`src/rtl/trap_pkg.sv`:
```
// Shared definitions for the machine-mode trap controller: mcause codes and FSM states.
// Optional interrupt path is enabled with the TRAP_IRQ_EN macro.
package trap_pkg;

  localparam logic [31:0] CAUSE_INST_MISALIGNED = 32'd0;
  localparam logic [31:0] CAUSE_ILLEGAL         = 32'd2;
  localparam logic [31:0] CAUSE_BREAKPOINT      = 32'd3;
  localparam logic [31:0] CAUSE_ECALL_M         = 32'd11;
  localparam logic [31:0] CAUSE_M_EXT_IRQ       = 32'h8000_000B;

  typedef enum logic [2:0] {
    ST_IDLE     = 3'd0,
    ST_FLUSH    = 3'd1,
    ST_COMMIT   = 3'd2,
    ST_REDIRECT = 3'd3,
    ST_MRET     = 3'd4
  } trap_state_e;

endpackage

```
`src/rtl/trap_controller_if.sv`:
```
// Execute-stage / CSR-file / fetch-mux signal bundle of the trap controller.
// irq_ext and irq_mie exist only when TRAP_IRQ_EN is defined.
interface trap_controller_if #(
  parameter int unsigned XLEN = 32
);
`ifdef TRAP_IRQ_EN
  logic            irq_ext;
  logic            irq_mie;
`endif
  logic            ex_valid;
  logic [XLEN-1:0] ex_pc;
  logic            ex_misaligned_fetch;
  logic            ex_illegal;
  logic            ex_is_ebreak;
  logic            ex_is_ecall;
  logic            ex_is_mret;
  logic            ex_ready;
  logic            exception_en;
  logic [XLEN-1:0] exception_pc;
  logic [XLEN-1:0] exception_cause;
  logic            mret_en;
  logic [XLEN-1:0] mtvec_in;
  logic [XLEN-1:0] mepc_in;
  logic            pipe_flush;
  logic            pipe_stall;
  logic            redirect_valid;
  logic [XLEN-1:0] redirect_pc;

  modport master (
`ifdef TRAP_IRQ_EN
    output irq_ext, irq_mie,
`endif
    output ex_valid, ex_pc, ex_misaligned_fetch, ex_illegal, ex_is_ebreak,
           ex_is_ecall, ex_is_mret, mtvec_in, mepc_in,
    input  ex_ready, exception_en, exception_pc, exception_cause, mret_en,
           pipe_flush, pipe_stall, redirect_valid, redirect_pc
  );

  modport slave (
`ifdef TRAP_IRQ_EN
    input  irq_ext, irq_mie,
`endif
    input  ex_valid, ex_pc, ex_misaligned_fetch, ex_illegal, ex_is_ebreak,
           ex_is_ecall, ex_is_mret, mtvec_in, mepc_in,
    output ex_ready, exception_en, exception_pc, exception_cause, mret_en,
           pipe_flush, pipe_stall, redirect_valid, redirect_pc
  );

endinterface

```
`src/rtl/trap_cause_encoder.sv`:
```
// Priority encoder from execute-stage flags to {take, cause, is_mret}.
// With TRAP_IRQ_EN, a pending enabled interrupt ranks below every synchronous exception.
module trap_cause_encoder
  import trap_pkg::*;
#(
  parameter int unsigned XLEN = 32
) (
`ifdef TRAP_IRQ_EN
  input  logic            irq_ext,
  input  logic            irq_mie,
`endif
  input  logic            valid,
  input  logic            misaligned_fetch,
  input  logic            illegal,
  input  logic            is_ebreak,
  input  logic            is_ecall,
  input  logic            is_mret_in,
  output logic            take,
  output logic [XLEN-1:0] cause,
  output logic            is_mret
);

  always_comb begin
    take    = 1'b0;
    cause   = '0;
    is_mret = 1'b0;
    if (valid) begin
      if (misaligned_fetch) begin
        take  = 1'b1;
        cause = XLEN'(CAUSE_INST_MISALIGNED);
      end else if (illegal) begin
        take  = 1'b1;
        cause = XLEN'(CAUSE_ILLEGAL);
      end else if (is_ebreak) begin
        take  = 1'b1;
        cause = XLEN'(CAUSE_BREAKPOINT);
      end else if (is_ecall) begin
        take  = 1'b1;
        cause = XLEN'(CAUSE_ECALL_M);
`ifdef TRAP_IRQ_EN
      end else if (irq_ext && irq_mie) begin
        take  = 1'b1;
        cause = XLEN'(CAUSE_M_EXT_IRQ);
`endif
      end else if (is_mret_in) begin
        is_mret = 1'b1;
      end
    end
  end

endmodule

```
`src/rtl/trap_controller.sv`:
```
// Machine-mode trap initiator: turns exception/MRET requests into CSR strobes, flush/stall and PC redirect.
// Define TRAP_IRQ_EN to add the external-interrupt trap path.
module trap_controller
  import trap_pkg::*;
#(
  parameter int unsigned XLEN         = 32,
  parameter int unsigned FLUSH_CYCLES = 1
) (
  input logic               clk,
  input logic               rst,
  trap_controller_if.slave  bus
);

  localparam logic [2:0] FLUSH_LAST = 3'(FLUSH_CYCLES - 1);

  trap_state_e     state_q;
  logic [2:0]      cnt_q;
  logic [XLEN-1:0] pc_hold_q, cause_hold_q, exc_pc_q, exc_cause_q;
  logic            ready_q, flush_q, stall_q, exc_en_q, mret_q, redir_q;
  logic            take, is_mret, idle_ok, accept_trap, accept_mret;
  logic [XLEN-1:0] cause, redir_src;

  trap_cause_encoder #(.XLEN(XLEN)) u_enc (
`ifdef TRAP_IRQ_EN
    .irq_ext          (bus.irq_ext),
    .irq_mie          (bus.irq_mie),
`endif
    .valid            (bus.ex_valid),
    .misaligned_fetch (bus.ex_misaligned_fetch),
    .illegal          (bus.ex_illegal),
    .is_ebreak        (bus.ex_is_ebreak),
    .is_ecall         (bus.ex_is_ecall),
    .is_mret_in       (bus.ex_is_mret),
    .take             (take),
    .cause            (cause),
    .is_mret          (is_mret)
  );

  assign idle_ok     = (state_q == ST_IDLE) && !rst;
  assign accept_trap = idle_ok && take;
  assign accept_mret = idle_ok && is_mret;

  always_ff @(posedge clk) begin
    if (rst) begin
      state_q      <= ST_IDLE;
      cnt_q        <= '0;
      pc_hold_q    <= '0;
      cause_hold_q <= '0;
      exc_pc_q     <= '0;
      exc_cause_q  <= '0;
      ready_q      <= 1'b1;
      flush_q      <= 1'b0;
      stall_q      <= 1'b0;
      exc_en_q     <= 1'b0;
      mret_q       <= 1'b0;
      redir_q      <= 1'b0;
    end else begin
      // Output registers are loaded on entry to the state that owns them.
      unique case (state_q)
        ST_IDLE: begin
          if (accept_trap) begin
            state_q      <= ST_FLUSH;
            pc_hold_q    <= bus.ex_pc;
            cause_hold_q <= cause;
            cnt_q        <= '0;
            ready_q      <= 1'b0;
            flush_q      <= 1'b1;
            stall_q      <= 1'b1;
          end else if (accept_mret) begin
            state_q <= ST_MRET;
            ready_q <= 1'b0;
            mret_q  <= 1'b1;
            redir_q <= 1'b1;
          end
        end
        ST_FLUSH: begin
          if (cnt_q == FLUSH_LAST) begin
            state_q     <= ST_COMMIT;
            flush_q     <= 1'b0;
            exc_en_q    <= 1'b1;
            exc_pc_q    <= pc_hold_q;
            exc_cause_q <= cause_hold_q;
          end else begin
            cnt_q <= cnt_q + 3'd1;
          end
        end
        ST_COMMIT: begin
          state_q  <= ST_REDIRECT;
          exc_en_q <= 1'b0;
          stall_q  <= 1'b0;
          redir_q  <= 1'b1;
        end
        ST_REDIRECT: begin
          state_q <= ST_IDLE;
          redir_q <= 1'b0;
          ready_q <= 1'b1;
        end
        ST_MRET: begin
          state_q <= ST_IDLE;
          mret_q  <= 1'b0;
          redir_q <= 1'b0;
          ready_q <= 1'b1;
        end
        default: state_q <= ST_IDLE;
      endcase
    end
  end

  // Target is taken live from the CSR file so a same-cycle mtvec/mepc write is honoured.
  always_comb begin
    redir_src       = (state_q == ST_MRET) ? bus.mepc_in : bus.mtvec_in;
    bus.redirect_pc = '0;
    if (redir_q && !rst) bus.redirect_pc = {redir_src[XLEN-1:2], 2'b00};
  end

  assign bus.ex_ready        = ready_q;
  assign bus.exception_en    = exc_en_q && !rst;
  assign bus.mret_en         = mret_q && !rst;
  assign bus.redirect_valid  = redir_q && !rst;
  assign bus.pipe_stall      = stall_q && !rst;
  assign bus.pipe_flush      = (flush_q || accept_trap || accept_mret) && !rst;
  assign bus.exception_pc    = exc_pc_q;
  assign bus.exception_cause = exc_cause_q;

endmodule

```
`src/flat_wrapper.sv`:
```
// flat-port wrapper written by rule: the top's interface ports become plain ports
module trap_controller_flat import trap_pkg::*;
#(
  parameter int unsigned XLEN         = 32,
  parameter int unsigned FLUSH_CYCLES = 1
)
  (clk, rst, bus_ex_valid, bus_ex_pc, bus_ex_misaligned_fetch, bus_ex_illegal, bus_ex_is_ebreak, bus_ex_is_ecall, bus_ex_is_mret, bus_mtvec_in, bus_mepc_in, bus_ex_ready, bus_exception_en, bus_exception_pc, bus_exception_cause, bus_mret_en, bus_pipe_flush, bus_pipe_stall, bus_redirect_valid, bus_redirect_pc);
  trap_controller_if #(.XLEN(XLEN)) bus_i ();
  input logic clk;
  input logic rst;
  input wire logic [$bits(bus_i.ex_valid)-1:0] bus_ex_valid;
  input wire logic [$bits(bus_i.ex_pc)-1:0] bus_ex_pc;
  input wire logic [$bits(bus_i.ex_misaligned_fetch)-1:0] bus_ex_misaligned_fetch;
  input wire logic [$bits(bus_i.ex_illegal)-1:0] bus_ex_illegal;
  input wire logic [$bits(bus_i.ex_is_ebreak)-1:0] bus_ex_is_ebreak;
  input wire logic [$bits(bus_i.ex_is_ecall)-1:0] bus_ex_is_ecall;
  input wire logic [$bits(bus_i.ex_is_mret)-1:0] bus_ex_is_mret;
  input wire logic [$bits(bus_i.mtvec_in)-1:0] bus_mtvec_in;
  input wire logic [$bits(bus_i.mepc_in)-1:0] bus_mepc_in;
  output wire logic [$bits(bus_i.ex_ready)-1:0] bus_ex_ready;
  output wire logic [$bits(bus_i.exception_en)-1:0] bus_exception_en;
  output wire logic [$bits(bus_i.exception_pc)-1:0] bus_exception_pc;
  output wire logic [$bits(bus_i.exception_cause)-1:0] bus_exception_cause;
  output wire logic [$bits(bus_i.mret_en)-1:0] bus_mret_en;
  output wire logic [$bits(bus_i.pipe_flush)-1:0] bus_pipe_flush;
  output wire logic [$bits(bus_i.pipe_stall)-1:0] bus_pipe_stall;
  output wire logic [$bits(bus_i.redirect_valid)-1:0] bus_redirect_valid;
  output wire logic [$bits(bus_i.redirect_pc)-1:0] bus_redirect_pc;
  assign bus_i.ex_valid = bus_ex_valid;
  assign bus_i.ex_pc = bus_ex_pc;
  assign bus_i.ex_misaligned_fetch = bus_ex_misaligned_fetch;
  assign bus_i.ex_illegal = bus_ex_illegal;
  assign bus_i.ex_is_ebreak = bus_ex_is_ebreak;
  assign bus_i.ex_is_ecall = bus_ex_is_ecall;
  assign bus_i.ex_is_mret = bus_ex_is_mret;
  assign bus_i.mtvec_in = bus_mtvec_in;
  assign bus_i.mepc_in = bus_mepc_in;
  assign bus_ex_ready = bus_i.ex_ready;
  assign bus_exception_en = bus_i.exception_en;
  assign bus_exception_pc = bus_i.exception_pc;
  assign bus_exception_cause = bus_i.exception_cause;
  assign bus_mret_en = bus_i.mret_en;
  assign bus_pipe_flush = bus_i.pipe_flush;
  assign bus_pipe_stall = bus_i.pipe_stall;
  assign bus_redirect_valid = bus_i.redirect_valid;
  assign bus_redirect_pc = bus_i.redirect_pc;
  trap_controller #(.XLEN(XLEN), .FLUSH_CYCLES(FLUSH_CYCLES)) u_core (.clk(clk), .rst(rst), .bus(bus_i));
endmodule
```
`config.mk`:
```
export PLATFORM = sky130hd
export DESIGN_NAME = trap_controller_flat
export DESIGN_NICKNAME = d
export VERILOG_FILES = /design/src/rtl/trap_pkg.sv /design/src/rtl/trap_controller_if.sv /design/src/rtl/trap_cause_encoder.sv /design/src/rtl/trap_controller.sv /design/src/flat_wrapper.sv
export SDC_FILE = /design/constraint.sdc
export NUM_CORES = 1
export LEC_CHECK = 0
export CAP_MARGIN = 20
export CORE_MARGIN = 2
export CORE_UTILIZATION = 44
export CTS_BUF_LIST = sky130_fd_sc_hd__clkbuf_8
export CTS_CLUSTER_SIZE = 30
export DETAILED_ROUTE_END_ITERATION = 10
export GPL_TIMING_DRIVEN = 0
export HOLD_SLACK_MARGIN = 0.15
export PLACE_DENSITY = 0.95
export SYNTH_ARGS = -nofsm -noshare
export SYNTH_HDL_FRONTEND = slang
export SYNTH_SLANG_ARGS = --single-unit
```
`constraint.sdc`:
```
create_clock -name clk -period 4.25 [get_ports clk]
set_clock_uncertainty 0.15 [all_clocks]
set_input_delay 0.425 -clock clk [delete_from_list [all_inputs] [get_ports clk]]
set_output_delay 0.425 -clock clk [all_outputs]
set_load 0.01 [all_outputs]
```
==> Yosys cells after proc, flatten, opt, wreduce, memory -nomap -nowiden <==
Cells that the tools add are included.
{ "totals": {"register_bits": 140, "input_bits": 104, "out_inout_bits": 102, "word_cells": 91} }
{ "classes": {"add_sub_neg": 1, "eq_ne": 10, "muxes": 38, "n_reduce_logical": 30} }
{ "ops": {"columns": ["op", "count"], "rows": [
  ["$mux 32", 2],
  ["$mux 4", 5],
  ["$mux 1", 18],
  ["$mux 3", 5],
  ["$reduce_and 2->1", 6],
  ["$reduce_and 3->1", 4],
  ["$pmux 1 s2", 5],
  ["$reduce_bool 2->1", 5],
  ["$pmux 3 s3", 1],
  ["$logic_and 1x1->1", 8],
  ["$eq 3x2->1 const B", 2],
  ["$logic_not 3->1", 2],
  ["$ne 2x1->1 const B", 3],
  ["$pmux 3 s2", 1],
  ["$ne 2x2->1 const B", 2],
  ["$add 3x1->3 const B", 1],
  ["$eq 3x1->1 const B", 1],
  ["$eq 3x3->1 const B", 1],
  ["$ne 3x1->1 const B", 1],
  ["$pmux 1 s3", 1],
  ["$reduce_bool 3->1", 1],
  ["$logic_or 1x1->1", 2],
  ["$reduce_or 2->1", 1],
  ["$logic_not 1->1", 1]
]} }

==> Depth between registers and ports, before layout <==
{ "logic_depth": {"depth_word": 10, "depth_mapped": 7, "mapped_depth_nobuf": 5} }

==> Modules after synthesis <==
A second synthesis with hierarchy kept.
{ "unflattened": {"cells_unflattened": 715, "hier_area_um2": 6511.2} }
{ "modules_own_cells": {"columns": ["module", "n_inst", "cells_per_inst", "area_each_um2", "seq_area_each_um2"], "rows": [
  ["trap_controller", 1, 677, 6228.5, 2802.7],
  ["trap_cause_encoder", 1, 38, 282.8, 0.0]
]} }

==> Least setup slack after synthesis <==
No wires, ideal clock.
{ "synth_timing": {"path_type": "register to output", "from": "register u_core.state_q[2]", "to": "output bus_redirect_pc[10]", "arrival_ns": 1.400, "required_time_ns": 3.675, "path_slack_ns": 2.275, "path_stages_with_launch": 7, "n_path_buf": 3, "cell_sequence": "dfxtp_1 buf_2 or3b_2 clkbuf_1 clkbuf_1 nand2_1 a21oi_1"} }
{ "synth_via": {"elab_chain_cells": 3} }
{ "synth_rtl": {"columns": ["element", "line_no", "rtl"], "rows": [
  ["start, declared", "trap_controller.sv:16", "trap_state_e state_q;"],
  ["start signal, assigned", "trap_controller.sv:45", "state_q <= ST_IDLE;"],
  ["start signal, assigned", "trap_controller.sv:62", "state_q <= ST_FLUSH;"],
  ["start signal, assigned", "trap_controller.sv:70", "state_q <= ST_MRET;"],
  ["$eq 3x3->1", "trap_controller.sv:111", "redir_src = (state_q == ST_MRET) ? bus.mepc_in : bus.mtvec_in;"],
  ["$mux 32", "trap_controller.sv:111", null],
  ["$mux 32", "trap_controller.sv:113", "if (redir_q && !rst) bus.redirect_pc = {redir_src[XLEN-1:2], 2'b00};"],
  ["end, declared", "flat_wrapper.sv:28", "output wire logic [$bits(bus_i.redirect_pc)-1:0] bus_redirect_pc;"]
]} }
No other way between the ends.

==> Worst setup path after layout <==
{ "layout_timing": {"from": "register u_core.state_q[2]", "to": "output bus_redirect_pc[15]"} }
Same word-level chain as after synthesis.

==> summary.txt <==
Global routing
  • Grt met1 use: 0.305
  • GR Util All Layers: 0.274
  • Grt ovf: 0
  • Vias in the first global route: 4435
  • Grt peak-use layer: met2
  • Met2 GRT Util: 0.512
  • Met3 Use GR: 0.0485
  • Initial antenna violation count: 0
  • Largest net degree at the start of global routing: 14
  • First-pass GRT wire length: 21400 microns

Clock tree
  • H-Tree Depth: 3
  • Hold-fix buffers, CTS: 0
  • Post-CTS Setup Bufs: 0
  • Num CTS Buffers: 9
  • Clock transition at path regs: 0.08 ns
  • Clock Latency Late Sink: 0.35 ns
  • Clock Tree Buf Depth: 2
  • CTS tree: done
  • Clock sink count: just over 80
  • Clk root buf: clkbuf_8
  • Post_cts resized: 0

Cells and area
  • Share of cells above drive strength 1: 0.0794
  • Nets: 844
  • Area Overhead vs Synth: 53.3%
  • Final instance area: 0.00614 sq mm
  • Finished Layout Cells: 851
  • # fillers: 694
  • Ant. Diodes: 0

Critical path
  • Crit path cell chain: buf_2 > nor3b_1 > clkbuf_1 > nand2_1 > a21oi_1 > clkdlybuf4s50_1
  • Crit-path max FO: 10
  • Crit Path Class: reg2out
  • Crit. End Element: output port
  • CP arrival: 2.69 ns
  • Critical Path Source Type: flop
  • CP required: around 3.7 ns
  • Worst stage delay on the critical path: 0.58 ns
  • Crit-path slowest cell: clkdlybuf4s50_1

Placement
  • DP Cell Count: 835
  • Placed Instance Area: between 0.005 and 0.006 sq mm
  • Final GP Congestion: 0.891
  • Dpl ws: 1.33 ns
  • Post-DP HPWL: between 10000 and 15000 microns
  • IO buf count: 169

Logic synthesis
  • Complex-gate fraction of the synthesized area: 0.274
  • Synth Area in Simple Gates: 0.159
  • FF+latch count, synth: 82
  • Mux contribution to synthesized area: 0
  • Synth warnings: 0
  • Distinct cells, synth: 42
  • Post-Synth Adder-Cell Area: 0.00625
  • Post-Syn Area per Cell: approximately 7.6 sq um
  • Largest family of logic cells by synthesized area: compound AO/OA/AOI/OAI gates
  • Synth area leader: dfxtp_1
  • Area share of the largest cell type after synthesis: 0.410
  • Post-Syn Area: 0.00400 sq mm
  • Syn Inst Count: 528
  • Seq/Total Area, Yosys: 0.410
  • Dominant cells by area after synthesis: dfxtp_1, o21ai_0, a21oi_1, nand2_1, o311ai_0
  • Synth Area in XOR/XNOR: 0.00219

Floorplanning
  • Die area: just under 0.01 sq mm
  • Core Area: 0.00876 sq mm
  • I/O Pins: between 200 and 250
  • Chip height: just under 100 microns
  • Initial Util: 0.457
  • Die Width: between 90 and 100 microns
  • Row count: 34

Flow run
  • # Max-Cap Violations: 0

STA
  • RSZ-0062 raised after global routing: false
  • Setup_tns: 0 ns
  • Min Tclk post-route: 3.27 ns
  • Slew headroom: 0.469
  • Final period util: 0.768
  • Setup ws final: 0.984 ns
  • Final setup viols: 0
  • Slew Viols, Final: 0
  • Hold Vio Cnt, Final: 0
  • Fmax: 0.306 GHz
  • Slew @ Worst Pin: 0.790 ns

Drt
  • First-pass DRT Iterations: 8
  • DR WL/cell: ~17 microns
  • Initial DRC count: between 300 and 400
  • Routed via count: 4593
  • Drt drc: 0
  • Post-route ant nets: 0
  • Final wirelength: 14100 microns
  • Vias per inst: 5.40

Power and ir drop
  • Max IR drop VDD: 214 uV
  • Sw Pwr: 0.484 mW
  • PnR Total Power: 1.77 mW
  • Pwr dens: 288 mW/mm^2
  • Clock network power share: 0.316
  • Leak pwr: between 2 and 2.5 nW
  • Reg power frac: 0.474
  • Internal: 1.29 mW
  • Net Sw Frac: 0.274
  • Logic pwr share: 0.210

Outcome
  • Outcome: finished, final reports clean

Worst hold path
  • Min-Delay Path Class: reg2reg
## area by class of cell
| type | instances | area, sq um | share of cell area |
|---|---|---|---|
| Buffer | 83 | 443 | 0.0721 |
| Clock buffer | 10 | 138 | 0.0224 |
| Clock inverter | 6 | 58.8 | 0.00958 |
| Inverter | 40 | 150 | 0.0245 |
| Multi-Input combinational cell | 353 | 1880 | 0.307 |
| Sequential cell | 82 | 1640 | 0.267 |
| Tap cell | 108 | 135 | 0.0220 |
| Timing Repair Buffer | 169 | 1690 | 0.276 |
## worst max-delay path: cells and delay by family, from the launching register on
kind / cells / cell delay [ns]
AND/OR/NAND/NOR: 2 / 0.61
AO/OA/AOI/OAI: 1 / 0.20
buffers and inverters: 3 / 1.18
flip-flops: 1 / 0.35
## power groups by stage
stage | combinational [mW] | clock (mW) | sequential (mW)
floorplan | 0.175 | 0 | 0.852
global placement | 0.357 | 0 | 0.852
CTS | 0.369 | 0.555 | 0.837
finish | 0.372 | 0.559 | 0.838
global route | 0.401 | 0.588 | 0.843
detailed placement | 0.366 | 0 | 0.855
## cells in the final DEF, fill, tap and decap left out, drive strengths merged, types with 2 or more instances in the layout
cell type | Yosys | layout
clkdlybuf4s50 | 0 | 169
dfxtp | 82 | 82
o21ai | 72 | 72
a21oi | 69 | 69
nand2 | 67 | 67
clkbuf | 45 | 55
inv | 40 | 42
buf | 38 | 38
nand3 | 37 | 37
o311ai | 32 | 32
conb | 1 | 31
nor2 | 5 | 5
nor3b | 3 | 3
nor2b | 3 | 3
nand2b | 3 | 3
a211oi | 3 | 3
or3b | 3 | 3
or4 | 2 | 2
nand4 | 2 | 2
a31oi | 2 | 2
ha | 2 | 2
nor4 | 2 | 2
clkinv | 0 | 2
## registers in the layout (all words and copies together), names as in the netlist
| name | flops |
|---|---|
| u_core.pc_hold_q | 32 |
| u_core.stall_q | 1 |
| u_core.cause_hold_q | 3 |
| u_core.mret_q | 1 |
| u_core.cnt_q | 3 |
| u_core.state_q | 3 |
| u_core.bus.exception_cause | 3 |
| u_core.exc_en_q | 1 |
| u_core.flush_q | 1 |
| u_core.redir_q | 1 |
| u_core.bus.exception_pc | 32 |
| u_core.bus.ex_ready | 1 |
## synth_stat cells, drive strengths merged
cell type and instances:
dfxtp 82, o21ai 72, a21oi 69, nand2 67, clkbuf 45, inv 40
buf 38, nand3 37, o311ai 32, nor2 5, a211oi 3, nand2b 3
nor2b 3, nor3b 3, or3b 3, a31oi 2, ha 2, nand4 2
nor4 2, or4 2, a2111oi 1, a211o 1, a221oi 1, a22oi 1
and2 1, and3 1, conb 1, nor3 1, nor4b 1, o211ai 1
o21a 1, o221a 1, o41ai 1, or2 1, or3 1, xnor2 1
## kinds of logic (layout without fill, tap and decap cells)
family,Yosys count,in the layout
adders and majority gates,2,2
AOI/OAI and AO/OA,186,186
buffers and inverters,123,308
DFF,82,82
other,1,31
xor gates and xnor gates,1,1
and+or+nand+nor,133,133
## final timing paths
kind                  startpoint                     endpoint  slack, ns  cells past startpoint
max reg2reg      u_core.cnt_q[0]  u_core.bus.exception_pc[15]       2.16                      7
min reg2reg  u_core.pc_hold_q[3]   u_core.bus.exception_pc[3]       0.32                      2
min          u_core.pc_hold_q[3]   u_core.bus.exception_pc[3]       0.32                      2
max            u_core.state_q[2]          bus_redirect_pc[15]       0.98                      6
## per-stage QoR
step	utilization	hold slack, ns
finish	0.701	0.317
CTS	0.701	0.317
floorplan	-	0.290
global placement	0.678	0.298
detailed placement	0.678	0.303
global route	0.701	0.338
## per-layer routing
layer | routed length [microns] | share of wire
met1 | 5260 | 0.37
met2 | 7290 | 0.52
met3 | 1080 | 0.077
met4 | 482 | 0.034
met5 | 0 | 0
No activity file was read; power rests on OpenSTA's default activity.
==> RTL change 1 (same settings) <==
`XLEN` is set to 32 in 4 places; all go to 28.
--- a/src/rtl/trap_controller_if.sv
+++ b/src/rtl/trap_controller_if.sv
@@ -2,5 +2,5 @@
 // irq_ext and irq_mie exist only when TRAP_IRQ_EN is defined.
 interface trap_controller_if #(
-  parameter int unsigned XLEN = 32
+  parameter int unsigned XLEN = 28
 );
 `ifdef TRAP_IRQ_EN
--- a/src/rtl/trap_cause_encoder.sv
+++ b/src/rtl/trap_cause_encoder.sv
@@ -4,5 +4,5 @@
   import trap_pkg::*;
 #(
-  parameter int unsigned XLEN = 32
+  parameter int unsigned XLEN = 28
 ) (
 `ifdef TRAP_IRQ_EN
--- a/src/rtl/trap_controller.sv
+++ b/src/rtl/trap_controller.sv
@@ -4,5 +4,5 @@
   import trap_pkg::*;
 #(
-  parameter int unsigned XLEN         = 32,
+  parameter int unsigned XLEN         = 28,
   parameter int unsigned FLUSH_CYCLES = 1
 ) (
--- a/src/flat_wrapper.sv
+++ b/src/flat_wrapper.sv
@@ -2,5 +2,5 @@
 module trap_controller_flat import trap_pkg::*;
 #(
-  parameter int unsigned XLEN         = 32,
+  parameter int unsigned XLEN         = 28,
   parameter int unsigned FLUSH_CYCLES = 1
 )
Interface: changed (6 resized); port bits go from 206 to 182. The function was not compared with the original's and may differ.
==> RTL change 1 against the original RTL <==
- die area is 16% lower
- setup slack better by 210 ps
- fmax is 6.8% higher
- cell area is 14% lower
- sequential share of layout area is 1.3 points higher
- final cell count is 12% lower
- total power is 7.1% lower
- area after synthesis is 17% lower
- hold slack worse by 11 ps
- non-clock buffer count is 41 lower
- routed wire length is 25% lower
- sequential cell count is 8 lower
- critical path type unchanged
==> RTL change 1: results (changes against the original RTL) <==
| Metric | Value |
|---|---|
| Buffers excl. clock | 211 (-16%) |
| Sequential power share | 0.447 (-0.027) |
| Fillers | 525 (-24%) |
| IO buf count | 150 (-11%) |
| Fin nets | 739 (-12%) |
| Non-Filler Instances | 749 (-12%) |
| Slew @ Worst Pin | 524 ps (-266 ps) |
| Hold path depth | 2 (unchanged) |
| Multi-input gates | 343 (-2.8%) |
| Synth cell count leaders | nand2_1, a21oi_1, dfxtp_1, buf_4, clkbuf_1 |
| R2r endpoint | u_core.bus.exception_pc[19]$_SDFFE_PP0P_ |
| Reg2reg setup slack | 2230 ps (+70 ps) |
| P_leak | 2.08 nW (-14%) |
| Seq area share | 0.280 (+0.0127) |
| Switching Share | 0.263 (-0.0109) |
| 1st-iter DRT viols | 210 (-39%) |
| Post-Place Setup Slack | 1200 ps (-123 ps) |
| Drt first pass iters | 5 (-3) |
| Invs w/o clock | 6 (-85%) |
| Total track usage | 0.250 (-0.0238) |
| Worst hold slack | 305 ps (-11.3 ps) |
| ANT cells | 0 (unchanged) |
| Peak VDD IR | 327 uV (+53%) |
| Yosys cell types | 31 (-26%) |
| Share of layout cells above drive strength 1 | 0.102 (+0.0221) |
| Largest net degree at the start of global routing | 15 (+1) |
| Clk pwr | 0.000620 W (+11%) |
| Largest cells by area after synthesis | dfxtp_1, nand2_1, a21oi_1, buf_4, clkbuf_1 |
| Vias in the first global route | 3616 (-18%) |
| # clk buffers | 9 (-1) |
| Placed cell area | 5060 sq um (-15%) |
| Sequential share of the synthesized area | 0.443 (+0.0334) |
| Status | finished, final reports clean |
| Multi-input combinational area share | 0.294 (-0.0129) |
| Clk tree area frac | 0.0426 (+0.0106) |
| Routed WL | 10.6 mm (-25%) |
| Int Power | 0.00121 W (-5.7%) |
| Routability Congestion | 0.799 (-10%) |
| Worst Hold End | u_core.bus.exception_pc[3]$_SDFFE_PP0P_ |
| Vias per cell | 4.93 (-8.6%) |
| Seq_cells | 74 (-9.8%) |
| First-pass GRT wire length | 16.7 mm (-22%) |
| Worst-case reg-to-reg path depth | 8 (+1) |
| Initial antenna violation count | 0 (unchanged) |
| Crit path launch | u_core.state_q[0]$_SDFFE_PP0P_ |
| Signal buf overhead | 0.356 (+0.00838) |
| Inst Count DP | 733 (-12%) |
| Hpwl dp | 7.96 mm (-26%) |
| Worst setup path endpoint | bus_redirect_pc[13] |
| Final core utilization | 0.725 (+0.0247) |
| Synthesized area per cell | 7.29 sq um (-3.8%) |
| Final period utilization | 0.720 (-0.0488) |
[RTL change 1: cells by family (layout without fill, tap and decap cells)]
kind of cell / count (synthesis) / in the layout / share of synthesized area
flops: 74 / 74 / 0.443
mux: 2 / 2 / 0.00599
buf+inv: 67 / 233 / 0.121
fa+ha+maj: 2 / 2 / 0.00749
xor+xnor: 1 / 1 / 0.00262
other cells: 1 / 27 / 0.00112
simple gates: 207 / 207 / 0.255
compound gates: 104 / 104 / 0.163
[RTL change 1: layer usage]
| metal | GRT usage | wire [um] | part of all wire | vias to the layer above |
|---|---|---|---|---|
| met5 | 0 | 0 | 0 | - |
| met4 | 0.0972 | 195 | 0.018 | 0 |
| met3 | 0.0689 | 928 | 0.087 | 22 |
| met2 | 0.469 | 5610 | 0.53 | 175 |
| met1 | 0.263 | 3920 | 0.37 | 1696 |
| li1 | - | - | - | 1802 |
==> RTL change 2 (same settings) <==
Made on the original files. Reset style: asynchronous (`rst`), changed in one clocked block.
--- a/src/rtl/trap_controller.sv
+++ b/src/rtl/trap_controller.sv
@@ -41,5 +41,5 @@
   assign accept_mret = idle_ok && is_mret;
 
-  always_ff @(posedge clk) begin
+  always_ff @(posedge clk or posedge rst) begin
     if (rst) begin
       state_q      <= ST_IDLE;
Formal check against the unedited RTL: differs if rst is asserted again (counterexample within 4 cycles, from zero or initial values and one cycle with rst high); with rst held inactive, the same outputs for 4 cycles.
==> RTL change 2 against the original RTL <==
- area after synthesis fell by 2.5%
- die area fell by 2.4%
- first-iteration DRC count fell by 58%
- highest routed layer unchanged
- routed wire length fell by 27%
- sequential cell count did not move
- cell area fell by 0.88%
- setup slack got worse by 400 ps
- critical path type is now in -> out
Power is not compared: it rests on default switching activity, and its combinational part moved more than twofold at a synthesized area within 25%.
==> RTL change 2: results (changes against the original RTL) <==
| Metric | Value |
|---|---|
| H-tree depth | 3 (unchanged) |
| Synth Area in Adders | 0.00641 (+0.000158) |
| CP peak stage delay | 580 ps (about the same) |
| ANT cells | 0 (unchanged) |
| Bufs on Longest Clock Path | 2 (unchanged) |
| Largest cells by area after synthesis | dfrtp_1, mux2_2, buf_4, nand2_1, a21oi_1 |
| P_leak | 2.67 nW |
| Post-cts repair resize count | 0 (unchanged) |
| Hold WC Path Type | reg -> reg |
| 1st-iter DRT viols | 147 (-58%) |
| Worst path slowest cell | clkdlybuf4s50_1 |
| Total CTS buffers | 9 (unchanged) |
| Clk pin slew, worst setup/hold paths | around 70 ps |
| Post-Place Setup Slack | 1080 ps (-244 ps) |
| Reg2reg setup slack | 1930 ps (-230 ps) |
| Share of layout cells above drive strength 1 | 0.215 (+0.136) |
| R2r endpoint | u_core.pc_hold_q[29]$_DFFE_PP0P_ |
| Slew HR | 0.480 (+0.0116) |
| Fin nets | 668 (-21%) |
| Routed len/inst | 15.4 um (-7.4%) |
| Via count | 3317 (-28%) |
| Multiplexer area fraction after synthesis | 0.193 (+0.193) |
| Placed cell area | 5870 sq um (-1.2%) |
| Drt first pass iters | 4 (-4) |
| Sequential share of the synthesized area | 0.526 (+0.116) |
| Initial antenna violation count | 0 (unchanged) |
| Clk_lat worst skew | around 340 ps |
| Root buffer selected by CTS | clkbuf_8 |
| Vias in the first global route | 3537 (-20%) |
| First-pass GRT wire length | 17.0 mm (-21%) |
| Worst-case reg-to-reg path depth | 5 (-2) |
| Final period utilization | 0.863 (+0.0947) |
| Worst setup path endpoint | bus_redirect_pc[26] |
| Yosys cell types | 36 (-14%) |
| Hpwl dp | 8.11 mm (-25%) |
| Total track usage | 0.217 (-0.0572) |
| Compound-Gate Fraction of Synth Area | 0.0702 (-0.204) |
| EDFF count, synth | 0 (unchanged) |
| XOR/XNOR share of the synthesized area | 0 (-0.00219) |
| CP Max Fanout | 76 (+66) |
| Synth cell count leaders | dfrtp_1, nand2_1, mux2_2, buf_4, a21oi_1 |
| Hold_buf cts | 1 (+1) |
| IO buf count | 169 (unchanged) |
| Routability Congestion | 0.710 (-20%) |
| Warnings from Yosys | 0 (unchanged) |
| Arr. time, crit path | 3090 ps (+400 ps) |
| Total setup buffers inserted after CTS | 0 (unchanged) |
| Peak VDD IR | around 450 uV |
| Crit path launch | rst |
| Status | finished, final reports clean |
| R2r startpoint | u_core.state_q[0]$_DFFE_PP0P_ |
| Post-synth ARST share | 1.00 (+1.00) |
| Largest net degree at the start of global routing | 77 (+63) |
[RTL change 2: cell count changes after synthesis, moves of 33 or more]
cell,delta
clkbuf_1,-33
a21oi_1,-37
dfxtp_1,-82
dfrtp_1,+81
nand3_1,-37
o21ai_0,-65
mux2_2,+60
inv_1,-33
[RTL change 2: how the worst min path moves through the flow]
stage,startpoint,slack [ps],end,depth (start not counted)
after global routing,u_core.mret_q$_DFFE_PP0P_,350,u_core.mret_q$_DFFE_PP0P_,2
after floorplan,u_core.exc_en_q$_DFFE_PP0P_,290,u_core.exc_en_q$_DFFE_PP0P_,2
after detailed placement,u_core.exc_en_q$_DFFE_PP0P_,300,u_core.exc_en_q$_DFFE_PP0P_,2
after global placement,u_core.exc_en_q$_DFFE_PP0P_,300,u_core.exc_en_q$_DFFE_PP0P_,2
final,u_core.exc_en_q$_DFFE_PP0P_,320,u_core.exc_en_q$_DFFE_PP0P_,2
after CTS,u_core.exc_en_q$_DFFE_PP0P_,320,u_core.exc_en_q$_DFFE_PP0P_,2
[RTL change 2: cell families (layout without fill, tap and decap cells)]
logic type,Yosys count,count (layout)
simple gates,93,93
fa+ha+maj,2,2
flops,82,82
buf+inv,57,244
compound gates,48,48
mux,67,67
other cells,1,31
[RTL change 2: worst max-delay path, delay by kind of cell]
kind | cells | cell delay [ps]
AO/OA/AOI/OAI | 1 | 250
buffers and inverters | 6 | 2210
AND/OR/NAND/NOR | 1 | 190
[RTL change 2: layout make-up]
class	instances	area, sq um
multi-input cells	241	1600
well taps	108	135
clock inverters	6	63.8
clock buffers	10	138
inverters	7	28.8
repair buffers	171	1730
plain buffers	50	337
flip-flops and latches	82	2050
fillers	637	2590
[RTL change 2: stage by stage]
stage / util / std cells / setup TNS, ps
after floorplan: - / 380 / 0
after global placement: 0.673 / 657 / -28730
after detailed placement: 0.677 / 658 / 0
after CTS: 0.701 / 675 / 0
after global routing: 0.701 / 675 / 0
final: 0.701 / 675 / 0
[RTL change 2: power breakdown]
group          leakage, nW  total (W)  internal, W  switching (W)
clock               0.0987   0.000568     0.000287       0.000281
sequential           0.980    0.00140      0.00118       0.000218
combinational         1.60    0.00154     0.000948       0.000592
[RTL change 2: routing by layer]
layer / up-vias / track usage / part of all wire
li1: 1557 / - / -
met1: 1599 / 0.245 / 0.38
met2: 140 / 0.396 / 0.53
met3: 21 / 0.0608 / 0.069
met4: 0 / 0.0706 / 0.022
met5: - / 0 / 0
